**config.mk**
```make
export PLATFORM = sky130hd
export DESIGN_NAME = regfile_write_arbiter
export DESIGN_NICKNAME = d
export VERILOG_FILES = /design/src/rtl/regfile_pkg.sv /design/src/rtl/regfile_write_arbiter_rr.sv /design/src/rtl/regfile_write_arbiter.sv
export SDC_FILE = /design/constraint.sdc
export NUM_CORES = 1
export LEC_CHECK = 0
export CAP_MARGIN = 10
export CORE_ASPECT_RATIO = 1.2
export CORE_MARGIN = 2
export CORE_UTILIZATION = 34
export DETAILED_ROUTE_END_ITERATION = 10
export HOLD_SLACK_MARGIN = 0.05
export PLACE_DENSITY = 0.77
export SLEW_MARGIN = 20
export SYNTH_ARGS = -nofsm -noshare
export SYNTH_HDL_FRONTEND = slang
export SYNTH_HIERARCHICAL = 1
export SYNTH_SLANG_ARGS = --single-unit
```
**constraint.sdc**
```tcl
create_clock -name clk -period 1.65 [get_ports clk]
set_input_delay 0.2475 -clock clk [delete_from_list [all_inputs] [get_ports clk]]
set_output_delay 0.2475 -clock clk [all_outputs]
set_load 0.005 [all_outputs]
```
**src/rtl/regfile_pkg.sv**
```systemverilog
// Shared definitions for the register-file write path: register geometry,
// write-FSM state encoding and the hard-wired zero register.
package regfile_pkg;

  localparam int REG_ADDR_W = 5;
  localparam int REG_DATA_W = 32;
  localparam int NUM_REGS   = 32;

  // Plain-constant state encoding so older consumers can compare raw bits.
  typedef logic [0:0] wrState_t;
  localparam wrState_t IDLE  = 1'b0;
  localparam wrState_t WRITE = 1'b1;

  localparam logic [REG_ADDR_W-1:0] ZERO_REG = 5'd0;

endpackage

```
**src/rtl/regfile_write_arbiter_rr.sv**
```systemverilog
// Two-requester round-robin arbiter producing a one-hot grant; owns the
// "last granted" pointer used to break ties between simultaneous requests.
module rr_arbiter2
  import regfile_pkg::*;
(
  input  logic       clk,
  input  logic       rst_n,
  input  logic       req0,
  input  logic       req1,
  input  logic       enable,
  input  logic       advance,
  output logic [1:0] grant
);

  logic last;

  // A tie goes to whichever port was not served most recently.
  always_comb begin
    grant = 2'b00;
    if (enable) begin
      if (req0 && req1) begin
        grant = last ? 2'b01 : 2'b10;
      end else if (req0) begin
        grant = 2'b01;
      end else if (req1) begin
        grant = 2'b10;
      end
    end
  end

  always_ff @(posedge clk) begin
    if (!rst_n) begin
      last <= 1'b1;
    end else if (advance) begin
      last <= grant[1];
    end
  end

endmodule

```
**src/rtl/regfile_write_arbiter.sv**
```systemverilog
// Single write port arbiter for the 32x32 register file (ALU port 0, load port 1).
// Define REGFILE_ARB_BYPASS_EN to add the rd_addr/fwd_hit/fwd_data forwarding path.
module regfile_write_arbiter
  import regfile_pkg::*;
#(
  parameter int DATA_W = REG_DATA_W,
  parameter int ADDR_W = $clog2(NUM_REGS)
) (
  input  logic              clk,
  input  logic              rst_n,
  input  logic              req0_valid,
  output logic              req0_ready,
  input  logic [ADDR_W-1:0] req0_addr,
  input  logic [DATA_W-1:0] req0_data,
  input  logic              req1_valid,
  output logic              req1_ready,
  input  logic [ADDR_W-1:0] req1_addr,
  input  logic [DATA_W-1:0] req1_data,
  input  logic              rf_stall,
  output logic              rf_we,
  output logic [ADDR_W-1:0] rf_waddr,
  output logic [DATA_W-1:0] rf_wdata
`ifdef REGFILE_ARB_BYPASS_EN
  ,
  input  logic [ADDR_W-1:0] rd_addr,
  output logic              fwd_hit,
  output logic [DATA_W-1:0] fwd_data
`endif
);

  logic [1:0]        grant;
  logic              arbEnable;
  logic              acceptAny;
  logic              acceptNonZero;
  logic [ADDR_W-1:0] acceptAddr;
  logic [DATA_W-1:0] acceptData;
  wrState_t          state;
  wrState_t          stateNext;

  assign arbEnable  = !rf_stall && rst_n;
  assign req0_ready = grant[0];
  assign req1_ready = grant[1];
  assign acceptAny  = |grant;

  rr_arbiter2 arbiter (
    .clk     (clk),
    .rst_n   (rst_n),
    .req0    (req0_valid),
    .req1    (req1_valid),
    .enable  (arbEnable),
    .advance (acceptAny),
    .grant   (grant)
  );

  // Writes to r0 still complete the handshake but never reach the file.
  always_comb begin
    acceptAddr = req0_addr;
    acceptData = req0_data;
    if (grant[1]) begin
      acceptAddr = req1_addr;
      acceptData = req1_data;
    end
    acceptNonZero = acceptAny && (acceptAddr != ADDR_W'(ZERO_REG));
    stateNext     = acceptNonZero ? WRITE : IDLE;
  end

  always_ff @(posedge clk) begin
    if (!rst_n) begin
      state    <= IDLE;
      rf_waddr <= '0;
      rf_wdata <= '0;
    end else begin
      state <= stateNext;
      if (acceptNonZero) begin
        rf_waddr <= acceptAddr;
        rf_wdata <= acceptData;
      end
    end
  end

  assign rf_we = (state == WRITE);

`ifdef REGFILE_ARB_BYPASS_EN
  // Lets decode see a write the register file commits only at the next edge.
  assign fwd_hit  = rf_we && (rf_waddr == rd_addr) && (rd_addr != ADDR_W'(ZERO_REG));
  assign fwd_data = rf_wdata;
`else
`endif

endmodule

```
After elaboration in Yosys (flattened, before gate mapping)
Cells that the tools add are included.
{"block": "totals", "reg_bits": 39, "latch_bits": 0, "ramBits": 0, "romBits": 0, "inputBits": 79, "output_inout_bits": 40, "wordCells": 18, "n_memories": 0}
{"block": "classes", "n_addsub": 0, "n_mul": 0, "div": 0, "magnitude_cmp": 0, "n_eq_ne": 0, "shifts": 0, "n_mux": 8, "bitwise_logic": 0, "n_reduce_logical": 6}
{"cell": "$mux 32", "n": 1}
{"cell": "$mux 2", "n": 5}
{"cell": "$mux 5", "n": 1}
{"cell": "$reduce_bool 5->1", "n": 1}
{"cell": "$logic_and 1x1->1", "n": 3}
{"cell": "$reduce_or 2->1", "n": 1}
{"cell": "$logic_not 1->1", "n": 1}
{"cell": "$mux 1", "n": 1}

Depth between registers and ports, before layout
Gate-level depths: netlist of run 1.
{"block": "depth", "word_depth": 8, "ltp_mapped": 9, "mapped_depth_nobuf": 7}

Modules after synthesis
The synthesis of run 1 kept the hierarchy.
{"module": "regfile_write_arbiter", "instances": 1, "cells_per_inst": 222, "area_each_um2": 1894.3, "seq_area_each_um2": 760.7}
{"module": "rr_arbiter2", "instances": 1, "cells_per_inst": 10, "area_each_um2": 75.1, "seq_area_each_um2": 20.0}

Worst setup path before layout of run 1
OpenSTA, ideal clock, no wires.
{"block": "synth_path", "path_kind": "input-to-reg", "from": "input port rst_n", "to": "register rf_wdata[17]", "setup_time_ns": 0.070, "arrival_time_ns": 1.770, "required_time_ns": 1.580, "path_slack_ns": -0.191, "stages": 9, "path_buffers": 2, "path_cell_list": "nor2b_1 nand2_1 nor2_1 buf_6 nor4b_2 o22ai_2 a21boi_4 buf_6 o2bb2ai_1"}
{"block": "synth_via", "elab_chain_len": 5, "elab_cells_between_ends": 7, "classes_between": "mux (3); reduce/logical (4)"}
{"element": "start: declaration", "line": "regfile_write_arbiter.sv:10", "rtl": "input logic rst_n,"}
{"element": "$logic_and 1x1->1 (*)", "line": "regfile_write_arbiter.sv:40", "rtl": "assign arbEnable = !rf_stall && rst_n;"}
{"element": "$mux 2 (*)", "line": "regfile_write_arbiter_rr.sv:20", "rtl": "if (enable) begin"}
{"element": "net req1_ready", "line": "regfile_write_arbiter.sv:16", "rtl": "output logic req1_ready,"}
{"element": "$mux 5", "line": "regfile_write_arbiter.sv:59", "rtl": "if (grant[1]) begin"}
{"element": "$reduce_bool 5->1", "line": "regfile_write_arbiter.sv:63", "rtl": "acceptNonZero = acceptAny && (acceptAddr != ADDR_W'(ZERO_REG));"}
{"element": "$logic_and 1x1->1", "line": "regfile_write_arbiter.sv:63"}
{"element": "end signal: assignment", "line": "regfile_write_arbiter.sv:76", "rtl": "rf_wdata <= acceptData;"}
{"element": "end: declaration", "line": "regfile_write_arbiter.sv:22", "rtl": "output logic [DATA_W-1:0] rf_wdata"}
Mark *: on every way through the listed nets, which the timed path passes. The rest lies on a longest branch.
A chain may end at the register's enable or synchronous reset.

Final worst setup path of run 1
{"block": "layout_path", "from": "register arbiter.last", "to": "register rf_wdata[19]"}
{"block": "layout_via", "elab_chain_len": 6, "elab_cells_between_ends": 8, "classes_between": "mux (5); reduce/logical (3)"}
{"element": "start: declaration", "line": "regfile_write_arbiter_rr.sv:15", "rtl": "logic last;"}
{"element": "start signal: assignment", "line": "regfile_write_arbiter_rr.sv:35", "rtl": "last <= grant[1];"}
{"element": "$mux 2 (*)", "line": "regfile_write_arbiter_rr.sv:22", "rtl": "grant = last ? 2'b01 : 2'b10;"}
{"element": "$mux 2 (*)", "line": "regfile_write_arbiter_rr.sv:21", "rtl": "if (req0 && req1) begin"}
{"element": "$mux 2 (*)", "line": "regfile_write_arbiter_rr.sv:20"}
{"element": "$mux 5", "line": "regfile_write_arbiter.sv:59"}
{"element": "$reduce_bool 5->1", "line": "regfile_write_arbiter.sv:63"}
{"element": "$logic_and 1x1->1", "line": "regfile_write_arbiter.sv:63"}
Mark *: on every way between the ends. The rest lies on a longest branch, timed or not.

==> impl_metrics.toml, run 1 <==
[outcome]
outcome = "complete, but fails checks"
violations = "negative setup slack"

[cells_and_area]
final_core_util_pct = 67.9
instances_no_fill = 444
areaGrowthSynthToFinish_pct = 94.1
design_area_um2 = 3820
nNetsFinal = 458
fillers = 470
diodes = 0
final_layout_size_suffix_gt1_share_pct = 22.1

[placed_design]
postPlaceCellArea_um2 = 3370
dpl_worst_slack_ns = -0.508
dp_hpwl_um = 4290
dp_cells = 419
numPortBuffers = 118
place.gp.congestion = 0.772

[worst_setup_path]
critPathArrivalTime_ns = 2.02
critPathMaxFanout = 7
crit_path_cell_trace = "and2_4, nor2_4, buf_6, nor4b_4, o22ai_2, a21boi_4, buf_6, buf_12, buf_12, o2bb2ai_1"
worstPathRequired_ns = 1.87
cp_slowest_cell = "dfxtp_2"
critPathLaunchType = "flop"
slowest_delay_ns = 0.33
crit_type = "reg2reg"
cp-end-kind = "flop"

[global_route]
antenna_found_initial = 0
grt_overflow_total = 0
grt_max_degree = 39
grt_pass1_wl_um = 9400
track_usage_pct = 18.6
grt_pass1_vias = 2161

[synth]
synthArstFlopShare_pct = 0
ys.flop_type = "dfxtp_1"
syn_area_um2 = 1970
yosys_warnings = 6
syn_nets = 311
syn_area_per_cell_um2 = 8.49
synth_edf_count = 0
ys_ff_latch = 39
syn-instance-count = 232
seq_area_frac_synth_pct = 39.6
synth.lib_cells_used.distinct = 32

[floorplan]
core-area_um2 = 5630
initial_core_util_pct = 35.0
fp.dieH_um = 87.4
die_w_um = 73.5
num_rows = 30
ios = 119
die_area_um2 = 6420

[min_path]
hold_class = "reg2reg"

[sta]
fin_skew_ns = 0.00474
setup_ws_ns = -0.151
setup_violations = 35
finalMaxSlewViolations = 0
finalHoldViolCount = 0
tightest_slew_ns = 0.271
relSlewSlack_pct = 81.8
max_freq_mhz = 555
finalCritPeriodShare_pct = 109
fin_crit_ns = 1.80
rsz0062_at_grt = "yes"

[drt]
drc = 0
routed_wl_um = 6630
vias_per_cell = 4.96
drtAntennaViolNets = 0
dr.pass1.iters = 4
drt-initial-drc-count = 40
vias = 2202
wire_per_inst_um = 14.9

[clocking]
clk-insertion-delay-late_ns = 0.29
clock-sinks = 39
clk_pin_slew_worst_paths_ns = 0.08
cts_tree = "yes"
cts_buffer_depth = 2
htreeDepth = 2
root_buffer = "clkbuf_8"
cts_buffers = 5

[power]
ir_drop_mv = 0.435
power.density_nw_per_um2 = 631
total_power_mw = 2.41
cellLeakagePower_nw = 1.49

[flow_run]
drv_cap = 0
layer usage:
layer / vias to the layer above / global-route usage [%] / wire length (um)
met4: 0 / 5.29 / 88
met5: - / 0 / 0
met2: 72 / 33.5 / 3440
met3: 7 / 4.98 / 367
li1: 1116 / - / -
met1: 1007 / 21.1 / 2730
power by group:
| group | internal (mW) | total, mW | switching, mW |
|---|---|---|---|
| Clock | 0.380 | 0.734 | 0.353 |
| Sequential | 0.992 | 1.02 | 0.0316 |
| Combinational | 0.422 | 0.655 | 0.233 |
| Total | 1.79 | 2.41 | 0.618 |
cell usage after synthesis (3+ instances only):
| cell type | n | area share, % |
|---|---|---|
| o2bb2ai_2 | 9 | 6.9 |
| a21oi_1 | 35 | 8.9 |
| buf_6 | 4 | 2.3 |
| buf_2 | 3 | 0.76 |
| o2bb2ai_1 | 25 | 11 |
| nor2_1 | 36 | 6.9 |
| nand2b_1 | 3 | 0.95 |
| buf_1 | 4 | 0.76 |
| dfxtp_1 | 39 | 40 |
| clkbuf_1 | 7 | 1.3 |
| nand2_1 | 39 | 7.4 |
kinds of logic after synthesis:
kind of cell,share of synthesized area [%]
compound gates,31.1
buf+inv,5.91
flops,39.6
mux,2.16
simple gates,21.2
worst max-delay path: cells and delay by family, from the launching register on:
family	cells	cell delay (ns)
buf+inv	4	0.46
simple gates	3	0.49
compound gates	3	0.44
flops	1	0.33
worst paths after layout:
path	from	slack [ns]	to	cells after the start
min reg2reg	rf_wdata[26]$_SDFFE_PN0P_	0.47	rf_wdata[26]$_SDFFE_PN0P_	1
min	rf_wdata[26]$_SDFFE_PN0P_	0.47	rf_wdata[26]$_SDFFE_PN0P_	1
max	arbiter/last$_SDFFE_PN1P_	-0.15	rf_wdata[19]$_SDFFE_PN0P_	10
max reg2reg	arbiter/last$_SDFFE_PN1P_	-0.15	rf_wdata[19]$_SDFFE_PN0P_	10
cells in the final DEF, fill, tap and decap left out, types with 2 or more instances in the layout:
| cell type | count |
|---|---|
| mux2_2 | 2 |
| buf_6 | 4 |
| o2bb2ai_2 | 14 |
| mux2i_1 | 2 |
| nand2_1 | 37 |
| buf_4 | 25 |
| buf_8 | 2 |
| and2_1 | 2 |
| buf_12 | 7 |
| clkdlybuf4s50_1 | 112 |
| a21oi_1 | 34 |
| clkbuf_16 | 3 |
| nand3_1 | 2 |
| nand2b_1 | 3 |
| dfxtp_1 | 38 |
| nor2_4 | 2 |
| nor2_1 | 34 |
| clkbuf_8 | 7 |
| o2bb2ai_1 | 20 |
| dlygate4sd2_1 | 6 |
per-stage QoR:
stage / hold WS (ns) / setup TNS (ns)
floorplan: 0.321 / -0.00739
global placement: 0.443 / -15.30
detailed placement: 0.448 / -19.07
CTS: 0.460 / -4.01
global route: 0.478 / -5.70
finish: 0.466 / -2.91
flip-flops by register name (all words and copies together) (netlist names):
signal / flops
arbiter/last: 1
rf_we: 1
rf_waddr: 5
rf_wdata: 32
timing repair:
item / in CTS / in global routing
pin swaps: 4 / 6
setup endpoints to repair: 40 / 38
cloned: 2 / 4
resized for setup: 19 / 21
setup buffers: 11 / 4
hold endpoints to repair: 0 / 0
hold buffers: 0 / 0
cell type report:
type / count / area [um^2] / area share [%]
Multi-Input combinational cell: 172 / 1200 / 31.3
Clock buffer: 7 / 96.3 / 2.52
Tap cell: 64 / 80.1 / 2.09
Clock inverter: 1 / 7.51 / 0.196
Sequential cell: 39 / 782 / 20.5
Inverter: 2 / 7.51 / 0.196
Timing Repair Buffer: 159 / 1650 / 43.2
(Power assumes the default switching activity.)
==> inputs of run 2 (changes only) <==
--- a/config.mk
+++ b/config.mk
@@ -8,10 +8,10 @@
 export CAP_MARGIN = 10
 export CORE_ASPECT_RATIO = 1.2
 export CORE_MARGIN = 2
-export CORE_UTILIZATION = 34
+export CORE_UTILIZATION = 31
 export DETAILED_ROUTE_END_ITERATION = 10
 export HOLD_SLACK_MARGIN = 0.05
-export PLACE_DENSITY = 0.77
+export PLACE_DENSITY = 0.71
 export SLEW_MARGIN = 20
 export SYNTH_ARGS = -nofsm -noshare
 export SYNTH_HDL_FRONTEND = slang
==> run 2 against run 1 <==
  * The run still ends with negative setup slack left
  * Routed wire length increased by 3.1%
  * Clock power grew 13%
  * Sequential share of layout area is 0.52 points lower
  * Combinational power is 3.5% higher
  * Global-route usage is 0.13 points higher
  * Total power increased by 5.1%
  * Via count grew 0.95%
  * First-iteration DRC count rose by 78%
  * Non-clock buffer count decreased by 3
  * Highest routed layer unchanged
==> impl_metrics.toml, run 2 (synthesized netlist as in run 1, its figures left out) <==
[outcome]
outcome = "complete, but fails checks"
violations = "negative setup slack"

[drt]
routed_wl_um = 6830
drc = 0
wire_per_inst_um = 14.9
vias_per_cell = 4.84
drtAntennaViolNets = 0
drt-initial-drc-count = 71
vias = 2223
dr.pass1.iters = 4

[clocking]
clk-insertion-delay-late_ns = 0.29
cts_tree = "yes"
root_buffer = "clkbuf_8"
cts_buffer_depth = 2
clk_pin_slew_worst_paths_ns = 0.08
htreeDepth = 2
clock-sinks = 39
cts_buffers = 5

[sta]
fin_skew_ns = 0.00579
tns_ns = -3.35
finalMaxSlewViolations = 0
max_freq_mhz = 567
setup_ws_ns = -0.114
finalHoldViolCount = 0
setup_violations = 34
finalCritPeriodShare_pct = 107
fin_crit_ns = 1.76
whs_ns = 0.423
tightest_slew_ns = 0.295
rsz0062_at_grt = "yes"
relSlewSlack_pct = 80.3

[worst_setup_path]
crit_path_cell_trace = "and2_4, nor2_4, buf_6, nor4b_4, o22ai_2, a21boi_4, buf_6, buf_12, o2bb2ai_2"
slowest_delay_ns = 0.32
critPathMaxFanout = 8
worstPathRequired_ns = 1.88
cp_slowest_cell = "dfxtp_2"
critPathBufInv = 3
critPathArrivalTime_ns = 1.99
crit_type = "reg2reg"
critPathLaunchType = "flop"
crit_family = "simple AND/OR/NAND/NOR gates"
crit_top_cell = "buf_6"
cp-end-kind = "flop"

[placed_design]
dp_hpwl_um = 4530
dpl_worst_slack_ns = -0.558
place.gp.congestion = 0.853
numPortBuffers = 118
postPlaceCellArea_um2 = 3410
dp_cells = 434

[floorplan]
fp.dieH_um = 91.3
die_w_um = 76.8
core-area_um2 = 6090
num_rows = 31
initial_core_util_pct = 32.3
ios = 119
die_area_um2 = 7010

[cells_and_area]
top_register = "rf_wdata"
largest_reg_flops = 32
areaGrowthSynthToFinish_pct = 99.1
layout_commonest_cell = "clkdlybuf4s50_1"
final_layout_size_suffix_gt1_share_pct = 22.8
final_core_util_pct = 64.4
nNetsFinal = 455
design_area_um2 = 3920
diodes = 0
mostFrequentLayoutCells = "clkdlybuf4s50_1 (112), dfxtp_1 (38), nand2_1 (36)"
reg.largest.list = "rf_wdata: 32 flops, rf_waddr: 5 flops"
instances_no_fill = 459

[power]
power.density_nw_per_um2 = 647
ir_drop_mv = 0.444
cellLeakagePower_nw = 1.50
total_power_mw = 2.54

[global_route]
use_met1_pct = 22.1
grt_pass1_vias = 2205
grt_pass1_wl_um = 10700
top_usage_layer = "met2"
met3_usage_pct = 4.87
grt_max_degree = 45
grt_overflow_total = 0
antenna_found_initial = 0
track_usage_pct = 18.7
grt.met2_usage_pct = 32.5

[min_path]
hold_class = "in2reg"

[flow_run]
drv_cap = 0
run 2: cell type report:
type / instances / area, um^2
Clock buffer: 6 / 82.6
Clock inverter: 2 / 35.0
Fill cell: 507 / 2170
Inverter: 2 / 7.51
Multi-Input combinational cell: 172 / 1240
Sequential cell: 39 / 782
Tap cell: 82 / 103
Timing Repair Buffer: 156 / 1670
run 2: final timing paths:
path	startpoint	endpoint	slack, ns	cells after the start
worst min-delay path	rst_n	arbiter/last$_SDFFE_PN1P_	0.42	3
worst max-delay path	arbiter/last$_SDFFE_PN1P_	rf_wdata[19]$_SDFFE_PN0P_	-0.11	9
worst max register to register	arbiter/last$_SDFFE_PN1P_	rf_wdata[19]$_SDFFE_PN0P_	-0.11	9
worst min register to register	rf_wdata[1]$_SDFFE_PN0P_	rf_wdata[1]$_SDFFE_PN0P_	0.46	1
run 2: worst register-to-register path: cells and delay by family (launching register included):
| kind | cells | cell delay, ns |
|---|---|---|
| DFF | 1 | 0.32 |
| AOI/OAI and AO/OA | 3 | 0.45 |
| buffers and inverters | 3 | 0.42 |
| and+or+nand+nor | 3 | 0.51 |
run 2: repair_timing:
item,4_1_cts,5_1_grt
hold buffers,0,0
resized for setup,24,17
cloned,3,2
pin swaps,5,7
setup buffers,9,5
endpoints found under the setup margin,40,38
run 2: power breakdown:
group	internal, mW	switching, mW
registers	0.992	0.0355
clock network	0.489	0.341
logic	0.436	0.242
total	1.92	0.619
run 2: layer usage:
| layer | wire length (um) | vias up |
|---|---|---|
| met1 | 2740 | 1028 |
| met3 | 361 | 9 |
| met5 | 0 | - |
| met4 | 113 | 0 |
| met2 | 3620 | 75 |
| li1 | - | 1111 |
==> inputs of run 3 (changes only) <==
--- a/config.mk
+++ b/config.mk
@@ -12,6 +12,7 @@
 export DETAILED_ROUTE_END_ITERATION = 10
 export HOLD_SLACK_MARGIN = 0.05
 export PLACE_DENSITY = 0.71
+export RECOVER_POWER = 50
 export SLEW_MARGIN = 20
 export SYNTH_ARGS = -nofsm -noshare
 export SYNTH_HDL_FRONTEND = slang
==> run 3 against run 2 <==
  * The flow still finishes with violations (negative setup slack)
  * Sequential power hardly changed
  * Register-to-register slack hardly changed
  * Global-route usage stayed put
  * Total power is 0.41% lower
==> impl_metrics.toml, run 3 (synthesized netlist as in run 1, its figures left out) <==
[worst_setup_path]
critPathArrivalTime_ns = 1.99
crit_family = "simple AND/OR/NAND/NOR gates"
cp-end-kind = "flop"
critPathMaxFanout = 8
crit_path_cell_trace = "and2_4, nor2_4, buf_6, nor4b_4, o22ai_2, a21boi_4, buf_6, buf_12, o2bb2ai_2"
slowest_delay_ns = 0.32
crit_top_cell = "buf_6"
worstPathRequired_ns = 1.88
crit_type = "reg2reg"
reg2reg_slack_ns = -0.11
critPathLaunchType = "flop"
crit_path_start = "arbiter/last$_SDFFE_PN1P_"
cp_slowest_cell = "dfxtp_2"
worstRegToRegCells = 9
critPathBufInv = 3
r2r_end = "rf_wdata[19]$_SDFFE_PN0P_"
regToRegStartpoint = "arbiter/last$_SDFFE_PN1P_"

[sta]
tns_ns = -3.36
finalCritPeriodShare_pct = 107
setup_violations = 34
fin_crit_ns = 1.76
setup_ws_ns = -0.114
tightest_slew_ns = 0.294
fin_skew_ns = 0.00580
rsz0062_at_grt = "yes"
max_freq_mhz = 567
relSlewSlack_pct = 80.4
finalHoldViolCount = 0
finalMaxSlewViolations = 0

[min_path]
hold_class = "in2reg"
min_from = "rst_n"
hold_end = "arbiter/last$_SDFFE_PN1P_"
whs_path_depth = 3

[cells_and_area]
fillers = 507
reg.largest.list = "rf_wdata: 32 flops, rf_waddr: 5 flops"
design_area_um2 = 3920
mostFrequentLayoutCells = "clkdlybuf4s50_1 (91), dfxtp_1 (38), nand2_1 (36)"
nNetsFinal = 455
multi_input_area_um2 = 1240
layout_commonest_cell = "clkdlybuf4s50_1"
final_layout_size_suffix_gt1_share_pct = 22.8
top_register = "rf_wdata"
largest_reg_flops = 32
regArea_um2 = 782
areaGrowthSynthToFinish_pct = 99.1
diodes = 0

[clocking]
root_buffer = "clkbuf_8"
clk_pin_slew_worst_paths_ns = 0.08
clock-sinks = 39
clk-insertion-delay-late_ns = 0.29
cts_buffer_depth = 2
cts_buffers = 5
htreeDepth = 2
cts_tree = "yes"

[global_route]
grt_max_degree = 45
track_usage_pct = 18.7
grt_pass1_wl_um = 10700
grt_pass1_vias = 2205
grt_overflow_total = 0
antenna_found_initial = 0

[drt]
dr.pass1.iters = 4
vias = 2220
routed_wl_um = 6820
wire_per_inst_um = 14.8
drtAntennaViolNets = 0
drt-initial-drc-count = 72
drc = 0
vias_per_cell = 4.84

[floorplan]
die_area_um2 = 7010
initial_core_util_pct = 32.3
core-area_um2 = 6090
num_rows = 31
ios = 119
die_w_um = 76.8
fp.dieH_um = 91.3

[outcome]
outcome = "complete, but fails checks"
violations = "negative setup slack"

[power]
power.density_nw_per_um2 = 644
ir_drop_mv = 0.445
cellLeakagePower_nw = 1.57

[placed_design]
postPlaceCellArea_um2 = 3410
numPortBuffers = 118
dp_hpwl_um = 4530
dpl_worst_slack_ns = -0.558
place.gp.congestion = 0.853

[flow_run]
drv_cap = 0
-- run 3: worst max-delay path by stage --
| stage | to | slack, ns | cells after the start |
|---|---|---|---|
| 2_1_floorplan | rf_wdata[17]$_SDFFE_PN0P_ | -0.007 | 8 |
| 6_report | rf_wdata[19]$_SDFFE_PN0P_ | -0.11 | 9 |
| 3_3_place_gp | rf_wdata[8]$_SDFFE_PN0P_ | -0.43 | 10 |
| 3_5_place_dp | rf_wdata[25]$_SDFFE_PN0P_ | -0.56 | 10 |
| 4_1_cts | rf_wdata[25]$_SDFFE_PN0P_ | -0.07 | 9 |
| 5_1_grt | rf_wdata[26]$_SDFFE_PN0P_ | -0.19 | 9 |
-- run 3: worst register-to-register path: cells and delay by family, from the launching register on --
| kind | cells | cell delay, ns |
|---|---|---|
| DFF | 1 | 0.32 |
| and+or+nand+nor | 3 | 0.51 |
| AOI/OAI and AO/OA | 3 | 0.45 |
| buffers and inverters | 3 | 0.42 |
-- run 3: layout make-up --
cell class	count	area share, %
inverters	2	0.191
clock buffers	6	2.11
well taps	82	2.62
clock inverters	2	0.893
flip-flops and latches	39	19.9
multi-input cells	172	31.6
repair buffers	156	42.7
-- run 3: where the power goes --
| part | switching [mW] | internal [mW] | leakage [nW] | total, mW |
|---|---|---|---|---|
| clock network | 0.342 | 0.489 | 0.0612 | 0.831 |
| registers | 0.0343 | 0.992 | 0.318 | 1.03 |
| logic | 0.242 | 0.426 | 1.19 | 0.668 |
-- run 3: timing repair --
item | in CTS | in global routing
cloned | 3 | 2
setup endpoints to repair | 40 | 38
pin swaps | 5 | 7
resized for setup | 24 | 17
hold buffers | 0 | 0
setup buffers | 9 | 5
-- run 3: metal layers --
metal  global-route usage (%)  wire length (um)  vias to the layer above
met4                     6.36               113                        0
met2                     32.5              3610                       79
met1                     22.1              2710                     1021
met3                     4.87               377                        9
met5                        0                 0                        -
li1                         -                 -                     1111
-- run 3: stage by stage --
stage               power (mW)  instances  hold slack, ns  util, %
floorplan                 1.24        232           0.321        -
finish                    2.53        459           0.421     64.4
detailed placement        1.62        434           0.445     56.0
CTS                       2.50        454           0.469     61.4
global route              2.64        459           0.439     64.4
global placement          1.61        434           0.445     56.0
